### src/rtl/ps2_key_decoder_if.sv
// PS/2 keyboard lines plus the decoded user-command outputs of ps2_key_decoder.
interface ps2_key_decoder_if;
  logic       ps2_clk;
  logic       ps2_data;
  logic [3:0] usr_op;
  logic       op_valid;
  logic       frame_err;

  modport master (output ps2_clk, ps2_data, input usr_op, op_valid, frame_err);
  modport slave  (input ps2_clk, ps2_data, output usr_op, op_valid, frame_err);
endinterface

### src/rtl/ps2_key_decoder.sv
// PS/2 scan-code-set-2 receiver that turns key presses into one-cycle user op codes.
// Optional REPEAT_FILTER_EN suppresses typematic repeats until the key's break code.
module ps2_key_decoder #(
  parameter int FILTER_LEN  = 8,
  parameter int TIMEOUT_CYC = 100000
) (
  input  logic           clk,
  input  logic           rst,
  ps2_key_decoder_if.slave ps2
);

  localparam int FCW = $clog2(FILTER_LEN + 1);
  localparam int TCW = $clog2(TIMEOUT_CYC + 1);

  typedef enum logic [1:0] {ST_IDLE, ST_EXT, ST_BRK, ST_EXT_BRK} state_t;

  function automatic logic [3:0] map_normal(input logic [7:0] code);
    case (code)
      8'h1D:   return 4'd1;
      8'h1B:   return 4'd2;
      8'h1C:   return 4'd3;
      8'h23:   return 4'd4;
      8'h29:   return 4'd5;
      8'h5A:   return 4'd6;
      8'h31:   return 4'd7;
      8'h55:   return 4'd8;
      8'h4E:   return 4'd9;
      8'h21:   return 4'd10;
      8'h2D:   return 4'd11;
      8'h3A:   return 4'd12;
      default: return 4'd0;
    endcase
  endfunction

  function automatic logic [3:0] map_ext(input logic [7:0] code);
    case (code)
      8'h75:   return 4'd1;
      8'h72:   return 4'd2;
      8'h6B:   return 4'd3;
      8'h74:   return 4'd4;
      8'h5A:   return 4'd6;
      default: return 4'd0;
    endcase
  endfunction

  logic [1:0]     clk_sync_q, clk_sync_d;
  logic [1:0]     data_sync_q, data_sync_d;
  logic           filt_clk_q, filt_clk_d;
  logic [FCW-1:0] filt_cnt_q, filt_cnt_d;
  logic [3:0]     bit_cnt_q, bit_cnt_d;
  logic [7:0]     shift_q, shift_d;
  logic           parity_q, parity_d;
  logic [TCW-1:0] to_cnt_q, to_cnt_d;
  logic           byte_valid_q, byte_valid_d;
  logic           frame_err_q, frame_err_d;
  logic [3:0]     usr_op_q, usr_op_d;
  logic           op_valid_q, op_valid_d;
  state_t         state_q, state_d;
  logic           fall_edge;
  logic [3:0]     make_op;
`ifdef REPEAT_FILTER_EN
  logic [12:0]    held_q, held_d;
  logic [3:0]     brk_op;
`endif

  always_comb begin
    clk_sync_d   = {clk_sync_q[0], ps2.ps2_clk};
    data_sync_d  = {data_sync_q[0], ps2.ps2_data};
    filt_clk_d   = filt_clk_q;
    filt_cnt_d   = '0;
    bit_cnt_d    = bit_cnt_q;
    shift_d      = shift_q;
    parity_d     = parity_q;
    to_cnt_d     = to_cnt_q;
    byte_valid_d = 1'b0;
    frame_err_d  = 1'b0;
    usr_op_d     = 4'd0;
    state_d      = state_q;
    fall_edge    = 1'b0;
    make_op      = 4'd0;
`ifdef REPEAT_FILTER_EN
    held_d       = held_q;
    brk_op       = 4'd0;
`endif

    // A level change is accepted only once it has persisted for FILTER_LEN samples.
    if (clk_sync_q[1] != filt_clk_q) begin
      if (filt_cnt_q == FCW'(FILTER_LEN - 1)) begin
        filt_clk_d = clk_sync_q[1];
        fall_edge  = filt_clk_q;
      end else begin
        filt_cnt_d = filt_cnt_q + 1'b1;
      end
    end

    if (fall_edge) begin
      to_cnt_d = '0;
      case (bit_cnt_q)
        4'd0: if (!data_sync_q[1]) bit_cnt_d = 4'd1;
        4'd9: begin
          parity_d  = data_sync_q[1];
          bit_cnt_d = 4'd10;
        end
        4'd10: begin
          bit_cnt_d = 4'd0;
          if (data_sync_q[1] && (^{parity_q, shift_q})) byte_valid_d = 1'b1;
          else frame_err_d = 1'b1;
        end
        default: begin
          shift_d   = {data_sync_q[1], shift_q[7:1]};
          bit_cnt_d = bit_cnt_q + 4'd1;
        end
      endcase
    end else if (bit_cnt_q != 4'd0) begin
      if (to_cnt_q == TCW'(TIMEOUT_CYC - 1)) begin
        to_cnt_d    = '0;
        bit_cnt_d   = 4'd0;
        frame_err_d = 1'b1;
      end else begin
        to_cnt_d = to_cnt_q + 1'b1;
      end
    end

    if (frame_err_d) begin
      state_d = ST_IDLE;
    end else if (byte_valid_q) begin
      case (state_q)
        ST_IDLE: begin
          if (shift_q == 8'hE0)      state_d = ST_EXT;
          else if (shift_q == 8'hF0) state_d = ST_BRK;
          else                       make_op = map_normal(shift_q);
        end
        ST_EXT: begin
          if (shift_q == 8'hF0) state_d = ST_EXT_BRK;
          else begin
            make_op = map_ext(shift_q);
            state_d = ST_IDLE;
          end
        end
        default: state_d = ST_IDLE;
      endcase
    end

`ifdef REPEAT_FILTER_EN
    // Held flags stay set across frame errors; only a break or reset releases a key.
    brk_op = (state_q == ST_EXT_BRK) ? map_ext(shift_q) : map_normal(shift_q);
    if (byte_valid_q && !frame_err_d && (state_q == ST_BRK || state_q == ST_EXT_BRK))
      held_d[brk_op] = 1'b0;
    if (make_op != 4'd0 && !held_q[make_op]) begin
      usr_op_d        = make_op;
      held_d[make_op] = 1'b1;
    end
`else
    usr_op_d = make_op;
`endif
    op_valid_d = (usr_op_d != 4'd0);
  end

  always_ff @(posedge clk or negedge rst) begin
    if (!rst) begin
      clk_sync_q   <= 2'b11;
      data_sync_q  <= 2'b11;
      filt_clk_q   <= 1'b1;
      filt_cnt_q   <= '0;
      bit_cnt_q    <= 4'd0;
      shift_q      <= 8'd0;
      parity_q     <= 1'b0;
      to_cnt_q     <= '0;
      byte_valid_q <= 1'b0;
      frame_err_q  <= 1'b0;
      usr_op_q     <= 4'd0;
      op_valid_q   <= 1'b0;
      state_q      <= ST_IDLE;
`ifdef REPEAT_FILTER_EN
      held_q       <= '0;
`endif
    end else begin
      clk_sync_q   <= clk_sync_d;
      data_sync_q  <= data_sync_d;
      filt_clk_q   <= filt_clk_d;
      filt_cnt_q   <= filt_cnt_d;
      bit_cnt_q    <= bit_cnt_d;
      shift_q      <= shift_d;
      parity_q     <= parity_d;
      to_cnt_q     <= to_cnt_d;
      byte_valid_q <= byte_valid_d;
      frame_err_q  <= frame_err_d;
      usr_op_q     <= usr_op_d;
      op_valid_q   <= op_valid_d;
      state_q      <= state_d;
`ifdef REPEAT_FILTER_EN
      held_q       <= held_d;
`endif
    end
  end

  assign ps2.usr_op    = usr_op_q;
  assign ps2.op_valid  = op_valid_q;
  assign ps2.frame_err = frame_err_q;

endmodule

### src/flat_wrapper.sv
// flat-port wrapper written by rule: the top's interface ports become plain ports
module ps2_key_decoder_flat 
#(
  parameter int FILTER_LEN  = 8,
  parameter int TIMEOUT_CYC = 100000
)
  (clk, rst, ps2_ps2_clk, ps2_ps2_data, ps2_usr_op, ps2_op_valid, ps2_frame_err);
  ps2_key_decoder_if ps2_i ();
  input  logic clk;
  input  logic rst;
  input wire logic [$bits(ps2_i.ps2_clk)-1:0] ps2_ps2_clk;
  input wire logic [$bits(ps2_i.ps2_data)-1:0] ps2_ps2_data;
  output wire logic [$bits(ps2_i.usr_op)-1:0] ps2_usr_op;
  output wire logic [$bits(ps2_i.op_valid)-1:0] ps2_op_valid;
  output wire logic [$bits(ps2_i.frame_err)-1:0] ps2_frame_err;
  assign ps2_i.ps2_clk = ps2_ps2_clk;
  assign ps2_i.ps2_data = ps2_ps2_data;
  assign ps2_usr_op = ps2_i.usr_op;
  assign ps2_op_valid = ps2_i.op_valid;
  assign ps2_frame_err = ps2_i.frame_err;
  ps2_key_decoder #(.FILTER_LEN(FILTER_LEN), .TIMEOUT_CYC(TIMEOUT_CYC)) u_core (.clk(clk), .rst(rst), .ps2(ps2_i));
endmodule
### config.mk
export PLATFORM = sky130hd
export DESIGN_NAME = ps2_key_decoder_flat
export DESIGN_NICKNAME = d
export VERILOG_FILES = /design/src/rtl/ps2_key_decoder_if.sv /design/src/rtl/ps2_key_decoder.sv /design/src/flat_wrapper.sv
export SDC_FILE = /design/constraint.sdc
export NUM_CORES = 1
export LEC_CHECK = 0
export CAP_MARGIN = 20
export CORE_MARGIN = 1.5
export CORE_UTILIZATION = 55
export DETAILED_ROUTE_END_ITERATION = 16
export GPL_TIMING_DRIVEN = 0
export PLACE_DENSITY_LB_ADDON = 0.25
export SYNTH_ARGS = -nofsm -noshare
export SYNTH_HDL_FRONTEND = slang
export SYNTH_SLANG_ARGS = --single-unit
### constraint.sdc
create_clock -name clk -period 1.9 [get_ports clk]
set_input_delay 0.475 -clock clk [delete_from_list [all_inputs] [get_ports clk]]
set_output_delay 0.475 -clock clk [all_outputs]
set_load 0.02 [all_outputs]
## Word-level counts from Yosys, hierarchy flattened

Index checks and enable logic that the tools add are counted.

- Bits in registers: 48
- Bits of input ports: 4
- Output and inout port bits: 6
- Word-level logic and storage cells: 92

- Add/sub/neg operators: 3
- Eq/ne operators: 26
- Muxes and demuxes: 34
- Bitwise operators: 1
- Reductions and logical operators: 15

Operators by type and width:

| kind | number |
|---|---|
| $eq 8x7->1 const B | 7 |
| $mux 17 | 3 |
| $eq 8x6->1 const B | 6 |
| $pmux 4 s12 | 1 |
| $mux 4 | 11 |
| $eq 8x5->1 const B | 3 |
| $add 17x1->17 const B | 1 |
| $eq 17x17->1 const B | 1 |
| $eq 8x8->1 const B | 2 |
| $pmux 3 s5 | 1 |
| $pmux 4 s3 | 1 |
| $mux 1 | 10 |
| $mux 2 | 5 |
| $reduce_xor 9->1 | 1 |
| $add 4x1->4 const B | 2 |
| $eq 4x4->1 const B | 2 |
| $pmux 4 s2 | 1 |
| $reduce_and 2->1 | 4 |
| $reduce_bool 4->1 | 2 |
| $reduce_bool 2->1 | 3 |
| $eq 4x3->1 const B | 1 |
| $logic_not 4->1 | 1 |
| $ne 4x1->1 const B | 1 |
| $pmux 2 s2 | 1 |
| other kinds (8) | 8 |

## Logic depth before layout (Yosys ltp)

Gate-level depths: netlist of run 1.

- Word-level depth: 8
- Mapped depth: 8
- Gate-level depth less buffers: 7

## Worst setup path after synthesis of run 1

No wires, ideal clock.

- Kind: reg2reg
- Start point: register u_core.shift_q[4]
- End point: register u_core.op_valid_q (netlist: u_core.ps2.op_valid)
- Arrival time: 1.840 ns
- Slack: -0.022 ns
- Cell stages (with the launch flop): 8
- Path buffers: 1
- Period minus slack after synthesis: 1.922 ns
- Cell sequence: dfrtp_1 > ha_1 > clkbuf_1 > or2_2 > a211o_1 > a41o_1 > o211a_1 > a31oi_1

- Word-level cells in the longest chain between the ends: 8
- Elaborated cells between the ends (all ways): 32
- Classes of those cells: 18 x eq/ne; 11 x mux; 3 x reduce/logical

RTL lines:

| what | RTL line | text |
|---|---|---|
| start, declared | ps2_key_decoder.sv:51 | `logic [7:0] shift_q, shift_d;` |
| start signal, assigned | ps2_key_decoder.sv:183 | `shift_q <= shift_d;` |
| $eq 8x6->1, or another cell as far along | ps2_key_decoder.sv:18 | `case (code)` |
| $pmux 4 s12 | ps2_key_decoder.sv:18 |  |
| $mux 4 | ps2_key_decoder.sv:130 | `else if (shift_q == 8'hF0) state_d = ST_BRK;` |
| $mux 4 | ps2_key_decoder.sv:129 | `if (shift_q == 8'hE0) state_d = ST_EXT;` |
| $pmux 4 s2 | ps2_key_decoder.sv:127 | `case (state_q)` |
| $mux 4 | ps2_key_decoder.sv:126 | `end else if (byte_valid_q) begin` |
| $mux 4 * | ps2_key_decoder.sv:124 | `if (frame_err_d) begin` |
| $reduce_bool 4->1 * | ps2_key_decoder.sv:156 | `op_valid_d = (usr_op_d != 4'd0);` |
| via u_core.op_valid_d | ps2_key_decoder.sv:57 | `logic op_valid_q, op_valid_d;` |
| end signal, assigned | ps2_key_decoder.sv:189 | `op_valid_q <= op_valid_d;` |
| end, declared | ps2_key_decoder.sv:57 |  |

The timed path passes the listed nets; every way through them passes the cells marked *.
A chain may end at the register's enable or synchronous reset.

## Worst setup path in the final report of run 1

- Start point: register u_core.to_cnt_q[8]
- End point: register u_core.usr_op_q[0] (netlist: u_core.ps2.usr_op[0])

- Word-level cells in the longest chain between the ends: 5

RTL lines:

| what | RTL line | text |
|---|---|---|
| start, declared | ps2_key_decoder.sv:53 | `logic [TCW-1:0] to_cnt_q, to_cnt_d;` |
| start signal, assigned | ps2_key_decoder.sv:185 | `to_cnt_q <= to_cnt_d;` |
| $eq 17x17->1 | ps2_key_decoder.sv:115 | `if (to_cnt_q == TCW'(TIMEOUT_CYC - 1)) begin` |
| $mux 1 | ps2_key_decoder.sv:115 |  |
| $mux 1 | ps2_key_decoder.sv:114 | `end else if (bit_cnt_q != 4'd0) begin` |
| $mux 1 | ps2_key_decoder.sv:96 | `if (fall_edge) begin` |
| $mux 4 | ps2_key_decoder.sv:124 |  |
| via u_core.make_op[0] | ps2_key_decoder.sv:60 | `logic [3:0] make_op;` |
| end signal, assigned | ps2_key_decoder.sv:188 | `usr_op_q <= usr_op_d;` |
| end, declared | ps2_key_decoder.sv:56 | `logic [3:0] usr_op_q, usr_op_d;` |

The timed path passes the listed nets, and every way through them passes these cells.

==> run summary, run 1 <==
Avg Cell Area, Syn: 9.64 um^2
starting density of the core: 57.6%
Rows: 25
Clock transition at path regs: 100 ps
CP required: 2100 ps
Worst-Margin Slew: 422 ps
Tcrit/Tclk final: 98.8%
CP arrival: 2070 ps
GRT overflow: 0
relative slew slack: 71.7%
Detail Route Antenna Nets: 0
register area share after synthesis: 44.1%
global placement routability congestion: 0.904
top cells by area, synth: dfrtp_1, ha_1, dfstp_2, o21ai_0, nand2_1
Final setup viols: 0
Cell Area, Placed: 2930 um^2
Final nets: 348
LEAKAGE: 1.43 nW
detailed-route via count: 2256
P per Cell Area: 615 nW/um^2
worst hold slack: 60.8 ps
Setup Crit Path Kind: reg -> reg
Max-cap violations: 0
switching pwr: 0.000511 W
largest net degree at the start of global routing: 35
Routed wire per std cell: 14.7 um
Post-Synthesis Cells: 284
#FFs+latches synth: 48
H-tree depth: 2
cell taking the most area after synthesis: dfrtp_1
Synth Warn #: 0
PnR worst setup slack: 22.9 ps
WL final: 5710 um
Max IR drop VDD: 0.313 mV
# diodes: 0
fin. max-slew vios: 0
syn nets: 310
maximum fanout along the worst path: 5
Int Power: 0.00155 W
Final Hold Fails: 0
ratio of cells with drive above 1 in the final layout: 22.9%
mapped cell area: 2740 um^2
TritonCTS clock tree: built
CTS Sinks: 48
Place WS: -238 ps
RSZ-0062 raised after global routing: yes
R2R cell count: 6
GRT Total Usage: 22.8%
CTS Root Cell: clkbuf_8
CP Launch Type: flip-flop
Clock Latency Late Sink: 310 ps
worst hold path type: in -> async
Max Buffers Root-to-Sink: 2
Synth top cells by count: dfrtp_1, nand2_1, nor2_1
number of global-route vias before repair: 2021
register share of total power: 54.2%
worst flop-to-flop path endpoint: u_core.ps2.usr_op[0]$_DFF_PN0_
Worst Setup End Kind: flip-flop
die height: 73.6 um
Fillers: 362
Port-buffer cells: 9
violation count after the first detailed-route iteration: 89
min cycle time layout: 1880 ps
count of unique library cells instantiated by Yosys: 46
dominant synthesized flop cell: dfrtp_1
die width: 73.6 um
vias per cell: 5.78
area delta synth->final: 22.6%
first-pass GRT wire length: 9490 um
Num CTS Buffers: 5
Yosys top cell area share: 39.3%
Clock Skews: 8.79 ps
core area: 4750 um^2
residual DRC count: 0
finished layout cell area: 3360 um^2
top-count cell post-synth: dfrtp_1
R2R Path Start: u_core.to_cnt_q[8]$_DFFE_PN0P_
sw frac: 24.8%
die area: 5410 um^2
Fmax: 533 MHz
Logic pwr share: 8.2%
number of synthesized flops with an enable pin: 0
drt pass-1 iters: 4
clock share of power: 37.6%
num ports: 10
Post-DP HPWL: 3830 um
status: completed
cts hold-fix bufs: 0
r2r setup slk: 20 ps
initial antenna violation count: 0
Post-synth ARST share: 100%
==> flip-flops by register name, indices dropped and copies added (netlist names) <==
signal	flops
u_core.to_cnt_q	17
u_core.shift_q	8
u_core.bit_cnt_q	4
u_core.filt_cnt_q	4
u_core.ps2.usr_op	4
u_core.clk_sync_q	2
u_core.data_sync_q	2
u_core.state_q	2
u_core.byte_valid_q	1
u_core.filt_clk_q	1
u_core.parity_q	1
u_core.ps2.frame_err	1
u_core.ps2.op_valid	1
==> through the flow <==
step / TNS [ps] / util [%] / total power [W] / cells
after floorplan: 0 / - / 0.00121 / 284
after global routing: -437 / 70.6 / 0.00216 / 390
after global placement: -47690 / 61.3 / 0.00125 / 360
after CTS: 0 / 66.9 / 0.00204 / 380
after detailed placement: -4130 / 61.6 / 0.00126 / 361
final: 0 / 70.6 / 0.00206 / 390
==> cells in the final DEF (no fill, tap or decap), types with 2 or more instances in the layout <==
| cell type | count |
|---|---|
| o21ai_2 | 2 |
| nand3b_1 | 4 |
| a22oi_1 | 3 |
| nor4_2 | 3 |
| a31oi_1 | 2 |
| nor2b_1 | 2 |
| nor2_1 | 27 |
| nor3_1 | 7 |
| a21o_1 | 3 |
| dfrtp_2 | 4 |
| clkdlybuf4s50_1 | 8 |
| nand2_1 | 29 |
| nand4b_1 | 2 |
| nand4_1 | 14 |
| or2_2 | 2 |
| dfstp_2 | 5 |
| nor2_4 | 2 |
| xor2_1 | 8 |
| inv_2 | 4 |
| xnor2_1 | 7 |
| clkbuf_8 | 5 |
| and3_1 | 4 |
| a22o_1 | 6 |
| o21ai_1 | 6 |
| inv_1 | 8 |
| dfrtp_1 | 39 |
| nor3b_1 | 2 |
| nand3_1 | 11 |
| o21ai_0 | 21 |
| o21a_1 | 2 |
| a211o_1 | 2 |
| nor4_4 | 2 |
| buf_4 | 24 |
| a21oi_1 | 4 |
| ha_1 | 17 |
| ha_4 | 4 |
==> power groups by stage <==
stage | clock, W | sequential [W] | combinational (W)
6_report | 0.000777 | 0.00112 | 0.000169
4_1_cts | 0.000793 | 0.00111 | 0.000141
3_3_place_gp | 0 | 0.00113 | 0.000125
5_1_grt | 0.000832 | 0.00112 | 0.000201
2_1_floorplan | 0 | 0.00112 | 0.0000834
3_5_place_dp | 0 | 0.00113 | 0.000133
==> worst max path at each step <==
stage	from	to	slack, ps	cells after the start
after floorplan	u_core.shift_q[4]$_DFFE_PN0P_	u_core.ps2.op_valid$_DFF_PN0_	30	7
after global placement	rst	u_core.to_cnt_q[16]$_DFFE_PN0P_	-980	1
after detailed placement	u_core.bit_cnt_q[0]$_DFFE_PN0P_	u_core.to_cnt_q[11]$_DFFE_PN0P_	-240	8
after CTS	u_core.filt_cnt_q[0]$_DFF_PN0_	u_core.to_cnt_q[9]$_DFFE_PN0P_	5	8
after global routing	u_core.to_cnt_q[8]$_DFFE_PN0P_	u_core.ps2.usr_op[1]$_DFF_PN0_	-70	6
final	u_core.to_cnt_q[8]$_DFFE_PN0P_	u_core.ps2.usr_op[0]$_DFF_PN0_	20	6
==> logic make-up (layout without fill, tap and decap cells) <==
group / after synthesis / after routing / synth area share [%]
flops: 48 / 48 / 44.1
xor+xnor: 17 / 17 / 5.94
simple gates: 121 / 121 / 23.1
buf+inv: 17 / 56 / 2.47
fa+ha+maj: 22 / 22 / 10.1
mux: 1 / 1 / 0.411
compound gates: 58 / 58 / 14.0
==> final cells by class <==
cell class	count	area (um^2)	share of cell area (%)
sequential	48	1210	36.1
timing repair buffer	32	270	8.05
clock buffer	5	68.8	2.05
clock inverter	3	46.3	1.38
tap	67	83.8	2.50
multi-input combinational	219	1610	47.9
buffer	4	23.8	0.708
inverter	12	45.0	1.34
==> worst max-delay path, cell delays in order, from the launching register on <==
cell      delay (ps)
dfrtp_2          450
or4_4            550
nor4_4           220
buf_4            170
nand3b_1         160
o211ai_4         150
nor2_1            70
==> routing by layer <==
layer	GRT usage [%]	vias to the layer above	wire, um
li1	-	1093	-
met1	32.9	1099	2670
met5	0	-	0
met4	8.02	0	102
met3	3.98	8	225
met2	34.6	56	2720
==> what timing repair did <==
| action | CTS | global route |
|---|---|---|
| endpoints found under the setup margin | 36 | 34 |
| buffers inserted | 12 | 10 |
| hold endpoints to repair | 0 | 0 |
| resized for setup | 15 | 28 |
| pin swaps | 6 | 12 |
(Power assumes the default switching activity.)
==> run 2, diff against run 1 <==
- CORE_UTILIZATION: 55 -> 60
- clock period: 1.9 -> 2.2 ns (I/O delays scaled with it)
==> run 2 against run 1 <==
  * Highest routed layer unchanged
  * Sequential power is 14% lower
  * Critical path type unchanged
  * Global-route usage is 0.094 points lower
  * Maximum frequency is 10% lower
  * Via count is 6.1% lower
==> run summary, run 2 (synthesis gave the netlist of run 1 again) <==
GRT Total Usage: 22.7% (-0.094 points)
maximum fanout along the worst path: 6 (+1)
status: completed
Max IR drop VDD: 0.468 mV (+50%)
relative slew slack: 54.8% (-17 points)
Fmax: 478 MHz (-10%)
GRT overflow: 0 (unchanged)
detailed-route via count: 2119 (-6.1%)
Routed wire per std cell: 14.7 um (+0.66%)
worst flop-to-flop path endpoint: u_core.to_cnt_q[8]$_DFFE_PN0P_
R2R Path Start: u_core.filt_cnt_q[0]$_DFF_PN0_
die width: 70.6 um (-4.1%)
Final nets: 326 (-6.3%)
Worst Setup End Kind: flip-flop
CP max stage cell: o21ai_0
number of global-route vias before repair: 2067 (+2.3%)
ratio of cells with drive above 1 in the final layout: 10.3% (-13 points)
first-pass GRT wire length: 9190 um (-3.2%)
core area: 4380 um^2 (-7.8%)
R2R cell count: 6 (unchanged)
Setup Crit Path Kind: reg -> reg
starting density of the core: 62.5% (+4.9 points)
Clock transition at path regs: 90 ps (about the same)
top flop regs: u_core.to_cnt_q: 17 flops, u_core.shift_q: 8 flops
Final setup viols: 0 (unchanged)
Clock Skews: 13.8 ps (+5.03 ps)
initial antenna violation count: 0 (unchanged)
die area: 4980 um^2 (-8.0%)
LEAKAGE: 1.29 nW (-10%)
placed cells: 346 (-4.2%)
WL final: 5210 um (-8.9%)
vias per cell: 6.00 (+3.8%)
Num CTS Buffers: 5 (unchanged)
Post-Layout Cell Count: 353 (-9.5%)
Tcrit/Tclk final: 95.0% (-3.8 points)
fin. max-slew vios: 0 (unchanged)
largest net degree at the start of global routing: 43 (+23%)
CP arrival: 2280 ps (+210 ps)
die height: 70.6 um (-4.1%)
post-CTS setup buffer count: 0 (-12)
H-tree depth: 2 (unchanged)
Crit path largest cell delay: 640 ps (+90 ps)
CP bufs+invs: 0 (-1)
CTS Root Cell: clkbuf_8
residual DRC count: 0 (unchanged)
crit-path leading delay family: compound AO/OA/AOI/OAI gates
CTS Sinks: 48 (unchanged)
drt pass-1 iters: 5 (+1)
critical-path cell list: ha_1 > nand3b_1 > o21ai_0 > nand4_1 > xor2_1 > nor2_1
CP required: 2390 ps (+290 ps)
Clock Latency Late Sink: 300 ps (about the same)
commonest non-fill, non-tap cells in the layout: dfrtp_1, nand2_1, nor2_1, o21ai_0, ha_1
global placement routability congestion: 0.928 (+2.6%)
num ports: 10 (unchanged)
Worst-Margin Slew: 671 ps (+249 ps)
Rows: 24 (-4.0%)
Detail Route Antenna Nets: 0 (unchanged)
worst hold path type: in -> async
Max-cap violations: 0 (unchanged)
# diodes: 0 (unchanged)
Max Buffers Root-to-Sink: 2 (unchanged)
TritonCTS clock tree: built
area delta synth->final: 11.1%
r2r setup slk: 110 ps (+90 ps)
commonest non-fill, non-tap cell in the layout: dfrtp_1
RSZ-0062 raised after global routing: yes
Port-buffer cells: 9 (unchanged)
Cell Area, Placed: 2910 um^2 (-0.68%)
violation count after the first detailed-route iteration: 149 (+67%)
Largest Register: u_core.to_cnt_q
CP Launch Type: flip-flop
Final Hold Fails: 0 (unchanged)
Post-DP HPWL: 3700 um (-3.2%)
finished layout cell area: 3040 um^2 (-9.4%)
stages on the worst setup path: 6 (unchanged)
max reg flops: 17 (unchanged)
P per Cell Area: 558 nW/um^2 (-9.2%)
min cycle time layout: 2090 ps (+214 ps)
==> run 2: cell types whose count changed in the layout (fill, tap and decap cells not counted), sizes merged <==
| cell | before | now |
|---|---|---|
| buf | 26 | 3 |
| clkbuf | 7 | 8 |
| clkinv | 0 | 1 |
| inv | 13 | 12 |
==> run 2: routing by layer <==
layer / share of wire [%] / GRT usage (%)
met3: 3.2 / 4.56
met4: 0.73 / 8.18
met2: 46 / 34.2
met5: 0 / 0
met1: 50 / 33.1
==> run 2: timing repair <==
item | 4_1_cts | 5_1_grt
hold buffers | 0 | 0
setup endpoints to repair | 2 | 15
endpoints found under the hold margin | 0 | 0
cloned | 0 | 0
gates resized for setup | 1 | 8
pin swaps | 0 | 0
==> run 2: how the worst max path moves through the flow <==
stage,from,slack (ps),end
floorplan,u_core.shift_q[4]$_DFFE_PN0P_,280,u_core.ps2.op_valid$_DFF_PN0_
global placement,rst,-720,u_core.to_cnt_q[9]$_DFFE_PN0P_
detailed placement,u_core.bit_cnt_q[0]$_DFFE_PN0P_,40,u_core.to_cnt_q[9]$_DFFE_PN0P_
CTS,u_core.filt_cnt_q[0]$_DFF_PN0_,40,u_core.shift_q[5]$_DFFE_PN0P_
global route,u_core.bit_cnt_q[0]$_DFFE_PN0P_,-40,u_core.to_cnt_q[13]$_DFFE_PN0P_
finish,u_core.filt_cnt_q[0]$_DFF_PN0_,110,u_core.to_cnt_q[8]$_DFFE_PN0P_
==> run 2: cell type report <==
| cell class | instances | area, um^2 |
|---|---|---|
| buffer | 4 | 21.3 |
| clock buffer | 5 | 68.8 |
| clock inverter | 3 | 42.5 |
| fill | 356 | 1340 |
| inverter | 12 | 45.0 |
| multi-input combinational | 219 | 1490 |
| sequential | 48 | 1210 |
| tap | 52 | 65.1 |
| timing repair buffer | 10 | 105 |
==> run 2: through the flow <==
step,setup slack [ps],util [%],total power (W),setup TNS [ps],hold slack [ps]
floorplan,278,-,0.00104,0,254
detailed placement,35.2,66.4,0.00109,0,347
global route,-39.1,69.4,0.00178,-56.6,91.5
finish,109,69.4,0.00170,0,94.1
CTS,42.5,69.0,0.00172,0,87.7
global placement,-716,66.0,0.00108,-31820,346
==> run 2: power by group <==
part           total (W)  internal (W)  switching (W)
Combinational   0.000115     0.0000474      0.0000671
Clock           0.000624      0.000336       0.000287
Sequential      0.000959      0.000928      0.0000316
Total            0.00170       0.00131       0.000386
==> run 2: worst register-to-register path, stage by stage (launching register included) <==
cell and delay [ps]:
dfrtp_1 380, ha_1 240, nand3b_1 280, o21ai_0 640
nand4_1 190, xor2_1 180, nor2_1 60
==> run 3, diff against run 2 <==
- CORE_UTILIZATION: 60 -> 57
==> run 3 against run 2 <==
  * Clock skew fell by 2.9 ps
  * Critical path depth up 1
  * Clock power up 7.2%
  * Largest cell class unchanged
  * Largest power group unchanged
==> run summary, run 3 (synthesis gave the netlist of run 1 again) <==
maximum fanout along the worst path: 7 (+1)
r2r setup slk: 120 ps (about the same)
P per Cell Area: 569 nW/um^2 (+2.0%)
Max IR drop VDD: 0.429 mV (-8.4%)
Final nets: 326 (unchanged)
Clock Skews: 10.9 ps (-2.95 ps)
worst hold path type: in -> async
largest net degree at the start of global routing: 27 (-37%)
top flop regs: u_core.to_cnt_q: 17 flops, u_core.shift_q: 8 flops
GRT overflow: 0 (unchanged)
critical-path cell list: inv_1 > ha_1 > or2_2 > a211o_1 > a41o_1 > o211a_1 > a31oi_1
vias per cell: 5.91 (-1.6%)
R2R Path Start: u_core.shift_q[4]$_DFFE_PN0P_
CP bufs+invs: 1 (+1)
Largest Register: u_core.to_cnt_q
die height: 72.3 um (+2.5%)
Cell Area, Placed: 2910 um^2 (about the same)
PnR worst setup slack: 122 ps (+12.6 ps)
min cycle time layout: 2080 ps (-12.6 ps)
Final Hold Fails: 0 (unchanged)
num ports: 10 (unchanged)
Post-Layout Cell Count: 355 (+0.57%)
finished layout cell area: 3060 um^2 (+0.49%)
WL final: 5440 um (+4.5%)
first-pass GRT wire length: 9070 um (-1.3%)
Final setup viols: 0 (unchanged)
LEAKAGE: 1.30 nW (+0.61%)
core area: 4660 um^2 (+6.3%)
die width: 72.3 um (+2.5%)
wl on met1: 2690 um (+3.4%)
R2R cell count: 7 (+1)
commonest non-fill, non-tap cell in the layout: dfrtp_1
RSZ-0062 raised after global routing: no
worst flop-to-flop path endpoint: u_core.ps2.op_valid$_DFF_PN0_
Worst Setup End Kind: flip-flop
Detail Route Antenna Nets: 0 (unchanged)
status: completed
CP max stage cell: dfrtp_1
CTS Root Cell: clkbuf_8
CP Launch Type: flip-flop
met2 wire length: 2570 um (+6.9%)
Crit path largest cell delay: 400 ps (-240 ps)
max layer used: met4
Fillers: 388 (+9.0%)
Port-buffer cells: 9 (unchanged)
Setup TNS: 0 ps (unchanged)
number of global-route vias before repair: 2005 (-3.0%)
initial antenna violation count: 0 (unchanged)
Tcrit/Tclk final: 94.5% (-0.57 points)
ratio of cells with drive above 1 in the final layout: 10.6% (+0.33 points)
die area: 5230 um^2 (+5.0%)
Rows: 25 (+4.2%)
residual DRC count: 0 (unchanged)
Clock Latency Late Sink: 310 ps (about the same)
crit-path leading delay family: compound AO/OA/AOI/OAI gates
area delta synth->final: 11.6%
Post-DP HPWL: 3860 um (+4.2%)
H-tree depth: 2 (unchanged)
commonest non-fill, non-tap cells in the layout: dfrtp_1, nand2_1, nor2_1, o21ai_0, ha_1
# diodes: 0 (unchanged)
Num CTS Buffers: 5 (unchanged)
fin. max-slew vios: 0 (unchanged)
Max-cap violations: 0 (unchanged)
global placement routability congestion: 0.892 (-3.9%)
Clock transition at path regs: 90 ps (about the same)
Max Buffers Root-to-Sink: 2 (unchanged)
placed cells: 348 (+0.58%)
TritonCTS clock tree: built
GRT Total Usage: 22.2% (-0.57 points)
Fmax: 481 MHz (+0.61%)
max reg flops: 17 (unchanged)
CTS Sinks: 48 (unchanged)
met3 routed WL: 139 um (-17%)
CP required: 2420 ps (+30 ps)
drt pass-1 iters: 4 (-1)
Routed wire per std cell: 15.3 um (+3.9%)
worst hold slack: 204 ps (+110 ps)
violation count after the first detailed-route iteration: 158 (+6.0%)
CP arrival: 2300 ps (+20 ps)
Worst-Margin Slew: 526 ps (-145 ps)
relative slew slack: 64.6% (+9.8 points)
Place WS: 55.7 ps (+20.5 ps)
detailed-route via count: 2097 (-1.0%)
starting density of the core: 58.8% (-3.7 points)
Setup Crit Path Kind: reg -> reg
==> run 3: cell count changes in the layout (fill, tap and decap cells not counted) <==
cell and delta:
clkbuf_8 +1, clkinv_2 -1, clkinv_4 +1, clkinvlp_4 -1, nand2_1 -1, nand2_2 +1
==> run 3: worst max path at each step <==
stage	start	endpoint	slack, ps	cells after the start
floorplan	u_core.shift_q[4]$_DFFE_PN0P_	u_core.ps2.op_valid$_DFF_PN0_	280	7
global placement	rst	u_core.shift_q[3]$_DFFE_PN0P_	-740	1
detailed placement	u_core.bit_cnt_q[0]$_DFFE_PN0P_	u_core.to_cnt_q[9]$_DFFE_PN0P_	60	8
CTS	u_core.bit_cnt_q[0]$_DFFE_PN0P_	u_core.to_cnt_q[9]$_DFFE_PN0P_	20	8
global route	u_core.filt_cnt_q[0]$_DFF_PN0_	u_core.to_cnt_q[9]$_DFFE_PN0P_	8	7
finish	u_core.shift_q[4]$_DFFE_PN0P_	u_core.ps2.op_valid$_DFF_PN0_	120	7
==> run 3: power by group <==
part	switching, W	internal [W]
Clock	0.000297	0.000372
Sequential	0.0000307	0.000928
Combinational	0.0000658	0.0000468
Total	0.000394	0.00135
==> run 3: timing repair <==
item	in CTS	in global routing
hold buffers	0	0
setup endpoints to repair	0	23
gates resized for setup	0	10
setup buffers	0	0
==> run 3: through the flow <==
stage,power [W],utilization (%)
after global routing,0.00182,65.6
after detailed placement,0.00109,62.5
after global placement,0.00108,62.1
after CTS,0.00176,65.1
after floorplan,0.00104,-
final,0.00174,65.6
==> run 3: final cells by class <==
| type | instances | area (um^2) | share of cell area (%) |
|---|---|---|---|
| plain buffers | 4 | 21.3 | 0.696 |
| clock buffers | 6 | 82.6 | 2.70 |
| multi-input cells | 219 | 1490 | 48.7 |
| inverters | 12 | 45.0 | 1.47 |
| well taps | 54 | 67.6 | 2.21 |
| flip-flops and latches | 48 | 1210 | 39.5 |
| clock inverters | 2 | 38.8 | 1.27 |
| repair buffers | 10 | 105 | 3.44 |
==> run 3: per-layer routing <==
| metal | GRT usage, % | up-vias |
|---|---|---|
| li1 | - | 1046 |
| met1 | 30.6 | 1011 |
| met2 | 34.7 | 34 |
| met3 | 4.58 | 6 |
| met4 | 7.97 | 0 |
| met5 | 0 | - |
